`config.mk`:
```
export PLATFORM = sky130hd
export DESIGN_NAME = seq_pattern_detector
export DESIGN_NICKNAME = d
export VERILOG_FILES = /design/src/rtl/seq_pattern_detector.sv
export SDC_FILE = /design/constraint.sdc
export NUM_CORES = 1
export LEC_CHECK = 0
export BUFFER_PORTS_ARGS = -buffer_cell sky130_fd_sc_hd__buf_2
export CORE_UTILIZATION = 41
export DETAILED_ROUTE_END_ITERATION = 12
export GPL_TIMING_DRIVEN = 1
export PLACE_DENSITY_LB_ADDON = 0.15
export SLEW_MARGIN = 10
export SYNTH_ARGS = -nofsm -noshare
export SYNTH_HDL_FRONTEND = slang
export SYNTH_SLANG_ARGS = --single-unit
export TNS_END_PERCENT = 10
```
`constraint.sdc`:
```
create_clock -name clk -period 5.9 [get_ports clk]
set_input_delay 0 -clock clk [delete_from_list [all_inputs] [get_ports clk]]
set_output_delay 0 -clock clk [all_outputs]
set_load 0.03 [all_outputs]
```
`src/rtl/seq_pattern_detector.sv`:
```
// Serial bit-pattern detector: configurable pattern and length, optional overlap, saturating match counter.
// Define PATDET_STICKY_EN to add the sticky_clr input and the found_sticky output.
module seq_pattern_detector #(
  parameter  int PAT_W = 8,
  parameter  int CNT_W = 16,
  localparam int LEN_W = $clog2(PAT_W) + 1
) (
  input  logic             clk,
  input  logic             rst_n,
  input  logic             in_valid,
  input  logic             in,
  input  logic             cfg_we,
  input  logic [PAT_W-1:0] cfg_pattern,
  input  logic [LEN_W-1:0] cfg_len,
  input  logic             cfg_overlap,
  input  logic             clr_cnt,
  output logic             found,
  output logic [CNT_W-1:0] match_cnt
`ifdef PATDET_STICKY_EN
  ,
  input  logic             sticky_clr,
  output logic             found_sticky
`endif
);

  typedef enum logic [1:0] {IDLE, FILL, HUNT} state_t;

  state_t             state_q, state_d;
  logic [PAT_W-1:0]   hist_q, hist_d;
  logic [LEN_W-1:0]   fill_q, fill_d;
  logic [PAT_W-1:0]   pat_q, pat_d;
  logic [LEN_W-1:0]   len_q, len_d;
  logic               ovl_q, ovl_d;
  logic               found_q, found_d;
  logic [CNT_W-1:0]   cnt_q, cnt_d;

  logic [PAT_W-1:0]   hist_shift;
  logic [PAT_W-1:0]   mask;
  logic [LEN_W-1:0]   fill_inc;
  logic [LEN_W-1:0]   len_clamped;
  logic               beat;
  logic               window_full;
  logic               match;

  // The beat that brings fill up to len is already compared, so a match can complete on it.
  always_comb begin
    hist_shift  = (hist_q << 1) | {{(PAT_W-1){1'b0}}, in};
    fill_inc    = fill_q + 1'b1;
    len_clamped = (cfg_len > LEN_W'(PAT_W)) ? LEN_W'(PAT_W) : cfg_len;
    mask        = '0;
    for (int i = 0; i < PAT_W; i++) begin
      mask[i] = (i < int'(len_q));
    end
    beat        = in_valid && !cfg_we && (state_q != IDLE);
    window_full = (state_q == HUNT) || ((state_q == FILL) && (fill_inc >= len_q));
    match       = beat && window_full && ((hist_shift & mask) == (pat_q & mask));
  end

  always_comb begin
    state_d = state_q;
    hist_d  = hist_q;
    fill_d  = fill_q;
    pat_d   = pat_q;
    len_d   = len_q;
    ovl_d   = ovl_q;
    found_d = match;
    cnt_d   = cnt_q;

    if (cfg_we) begin
      pat_d   = cfg_pattern;
      len_d   = len_clamped;
      ovl_d   = cfg_overlap;
      hist_d  = '0;
      fill_d  = '0;
      state_d = (len_clamped == '0) ? IDLE : FILL;
    end else if (beat) begin
      hist_d = hist_shift;
      case (state_q)
        FILL: begin
          if (match && !ovl_q) begin
            fill_d = '0;
          end else if (fill_inc >= len_q) begin
            fill_d  = fill_inc;
            state_d = HUNT;
          end else begin
            fill_d = fill_inc;
          end
        end
        HUNT: begin
          if (match && !ovl_q) begin
            fill_d  = '0;
            state_d = FILL;
          end
        end
        default: state_d = state_q;
      endcase
    end

    // A clear that lands on a match still counts that match.
    if (clr_cnt) begin
      cnt_d = match ? CNT_W'(1) : '0;
    end else if (match && (cnt_q != '1)) begin
      cnt_d = cnt_q + 1'b1;
    end
  end

  always_ff @(posedge clk or negedge rst_n) begin
    if (!rst_n) begin
      state_q <= IDLE;
      hist_q  <= '0;
      fill_q  <= '0;
      pat_q   <= '0;
      len_q   <= '0;
      ovl_q   <= 1'b0;
      found_q <= 1'b0;
      cnt_q   <= '0;
    end else begin
      state_q <= state_d;
      hist_q  <= hist_d;
      fill_q  <= fill_d;
      pat_q   <= pat_d;
      len_q   <= len_d;
      ovl_q   <= ovl_d;
      found_q <= found_d;
      cnt_q   <= cnt_d;
    end
  end

  assign found     = found_q;
  assign match_cnt = cnt_q;

`ifdef PATDET_STICKY_EN
  logic sticky_q, sticky_d;

  always_comb begin
    sticky_d = sticky_q;
    if (match) begin
      sticky_d = 1'b1;
    end else if (sticky_clr) begin
      sticky_d = 1'b0;
    end
  end

  always_ff @(posedge clk or negedge rst_n) begin
    if (!rst_n) begin
      sticky_q <= 1'b0;
    end else begin
      sticky_q <= sticky_d;
    end
  end

  assign found_sticky = sticky_q;
`endif

endmodule

```
==> impl_metrics.csv <==
group,metric,value,unit
status,status,"finished, final reports clean",
timing,max_slew_margin,37.2,%
synthesis,yosys_warnings,0,
critical_path,cpMostUsedCell,"ha_1",
synthesis,ys_types,51,
detailed_routing,vias,1957,
grt,grt_pass1_wl,8.73,mm
power_and_ir_drop,power.density,210,nW/um^2
clocking,htree_levels,2,
placed_design,io_buffer_count,35,
critical_path,critPathMaxFanout,20,
clocking,clock-root-buffer,"clkbuf_8",
cells_and_area,final_common_cell,"dfrtp_1",
critical_path,crit_arrival,3.46,ns
synthesis,netlist_instances,233,
floorplanning,dieArea,6110,sq um
timing,worst_slew_pin_slew,0.942,ns
critical_path,path_cells,"ha_1 > nor2b_1 > or2_2 > ha_1 > a21oi_1 > o21ai_0 > a31oi_1 > a211o_1 > clkinv_1 > nand3_1 > mux2_2",
clocking,cts_buffers,5,
critical_path,cpPeakStageDelay,0.49,ns
clocking,cts.sinks,43,
clocking,tritoncts,"yes",
cells_and_area,layout_common_cells,"dfrtp_1 (43), buf_2 (35), nor2_1 (18), dlygate4sd3_1 (16)",
critical_path,r2r_slack,2.62,ns
synthesis,yosys-top-cells-area,"dfrtp_1 (45%), mux2_2 (7.1%), ha_1 (3.2%)",
detailed_routing,dr.pass1.iters,7,
grt,grt_antenna_before_repair,0,
placed_design,pre_cts_slack,2.65,ns
cells_and_area,diodes,0,
floorplanning,die_h,78.1,um
synthesis,ys_seq_area_share,45.3,%
clocking,max-clock-path-buffers,2,
clocking,clk_latency,0.29,ns
synthesis,synth_flop_cell,"dfrtp_1",
floorplanning,io_pins,36,
placed_design,hpwl,3.43,mm
cells_and_area,nets,307,
grt,grt_max_degree,44,
timing,finalClockSkew,0.00437,ns
cells_and_area,syn2layout_area_growth,19.2,%
timing,layout_setup_ws,2.62,ns
clocking,cts.clk_slew.worst_paths,0.08,ns
detailed_routing,drtIter0Drc,122,
synthesis,ys_ff_latch,43,
detailed_routing,wire_per_inst,14.4,um
timing,grt_setup_unrepaired,"no",
power_and_ir_drop,worst_ir_drop_vdd,0.128,mV
floorplanning,die_x,78.1,um
timing,hold_viol_final,0,
cells_and_area,drive_gt1_share,21.4,%
synthesis,yosysTopAreaCell,"dfrtp_1",
timing,fin_crit,3.28,ns
critical_path,path_class,"reg2reg",
floorplanning,rows,27,
floorplanning,initial_core_util,42.9,%
synthesis,synth.net_count,258,
grt,grt_pass1_vias,1831,
synthesis,synth_top_area_share,45.3,%
timing,setup_viol,0,
detailed_routing,drcViolationCount,0,
grt,grt_usage,18.2,%
detailed_routing,detail-route-antenna-nets,0,
grt,overflow,0,
cells_and_area,fin_area,2830,sq um
critical_path,slowest_stage,"a211o_1",
hold_path,hp-class,"in2reg",
detailed_routing,totalWireLength,5.08,mm
synthesis,synth_area_per_cell,10.2,sq um
synthesis,synth-edff-count,0,
timing,max_freq,304,MHz
timing,finalSetupTns,0,ns
synthesis,synth.cell_area,2380,sq um
clocking,cts.repair.resized,0,
critical_path,required,6.07,ns
timing,fin_crit_sh,55.7,%
power_and_ir_drop,p_leak,1.31,nW
placed_design,gp_congestion,0.737,
flow_run,timing.max_cap.violations,0,
placed_design,placed_cell_area,2600,sq um
critical_path,crit_path_start_kind,"flip-flop",
synthesis,synthArstFlopShare,100,%
timing,finalMaxSlewViolations,0,
detailed_routing,viasPerCell,5.54,
clocking,cts_setup_buffers,0,
floorplanning,core,5540,sq um
critical_path,cp-end-kind,"flip-flop",
[cell type report]
class                   count  area, sq um
well taps                  72         90.1
flip-flops and latches     43         1080
fillers                   537         2710
repair buffers             51          335
clock buffers               6         72.6
inverters                   8         30.0
multi-input cells         173         1230
[stage by stage]
stage / hold slack [ns] / power, mW / util [%] / instances
CTS: 0.134 / 0.602 / 51.1 / 353
global route: 0.174 / 0.631 / 51.1 / 353
global placement: 0.222 / 0.419 / 46.9 / 331
finish: 0.144 / 0.595 / 51.1 / 353
floorplan: -0.296 / 0.391 / - / 233
detailed placement: 0.212 / 0.420 / 46.9 / 331
[flip-flops by register name (all words and copies together) (netlist names)]
name,count
match_cnt,16
pat_q,8
hist_q,7
fill_q,4
len_q,4
state_q,2
found,1
ovl_q,1
[per-layer routing]
metal / global-route usage [%] / up-vias / share of wire, %
met4: 6.48 / 0 / 0.94
met3: 3.72 / 4 / 2.7
li1: - / 967 / -
met5: 0 / - / 0
met2: 27.7 / 30 / 46
met1: 25.6 / 956 / 51
[cells in the mapped netlist, drive strengths merged (3+ instances only)]
library cell	count
o31ai	5
mux2	16
nand3	13
buf	4
and4	3
inv	7
mux2i	7
and3	5
clkbuf	5
ha	6
nor2	18
nor4	4
o21ai	8
nor2b	12
nand2	15
o41ai	3
xnor2	4
dfrtp	43
a21oi	12
o22ai	4
xor2	5
or4	6
[cells by family (layout without fill, tap and decap cells)]
kind of cell	after synthesis	count (layout)	share of synthesized area, %
buffers and inverters	17	65	3.05
adder cells (fa/ha/maj)	6	6	3.16
flip-flops	43	43	45.3
XOR/XNOR	9	9	3.32
AND/OR/NAND/NOR	85	85	19.4
AO/OA/AOI/OAI	50	50	15.3
multiplexers	23	23	10.5
[worst max-delay path, delay by kind of cell (launching register included)]
kind | cells | cell delay, ns
buffers and inverters | 1 | 0.38
and+or+nand+nor | 3 | 0.59
muxes | 1 | 0.34
adders and majority gates | 2 | 0.51
DFF | 1 | 0.42
AOI/OAI and AO/OA | 4 | 0.94
[path summary, 6_finish.rpt]
path,from,end,cells past startpoint
max,fill_q[0],match_cnt[2],11
min reg2reg,pat_q[0],pat_q[0],1
min in group asynchronous,rst_n,ovl_q,2
max reg2reg,fill_q[0],match_cnt[2],11
min,clr_cnt,match_cnt[8],2
max in group asynchronous,rst_n,match_cnt[2],2
[timing repair]
action / in CTS / in global routing
endpoints found under the hold margin: 57 / 0
endpoints found under the setup margin: 0 / 0
hold buffers: 16 / 0
[where the power goes]
part / switching, mW / internal [mW] / total [mW]
Clock: 0.0942 / 0.0791 / 0.173
Sequential: 0.0158 / 0.308 / 0.324
Combinational: 0.0516 / 0.0463 / 0.0979
Total: 0.162 / 0.434 / 0.595
Note: power is estimated with default switching activity, not from simulation.
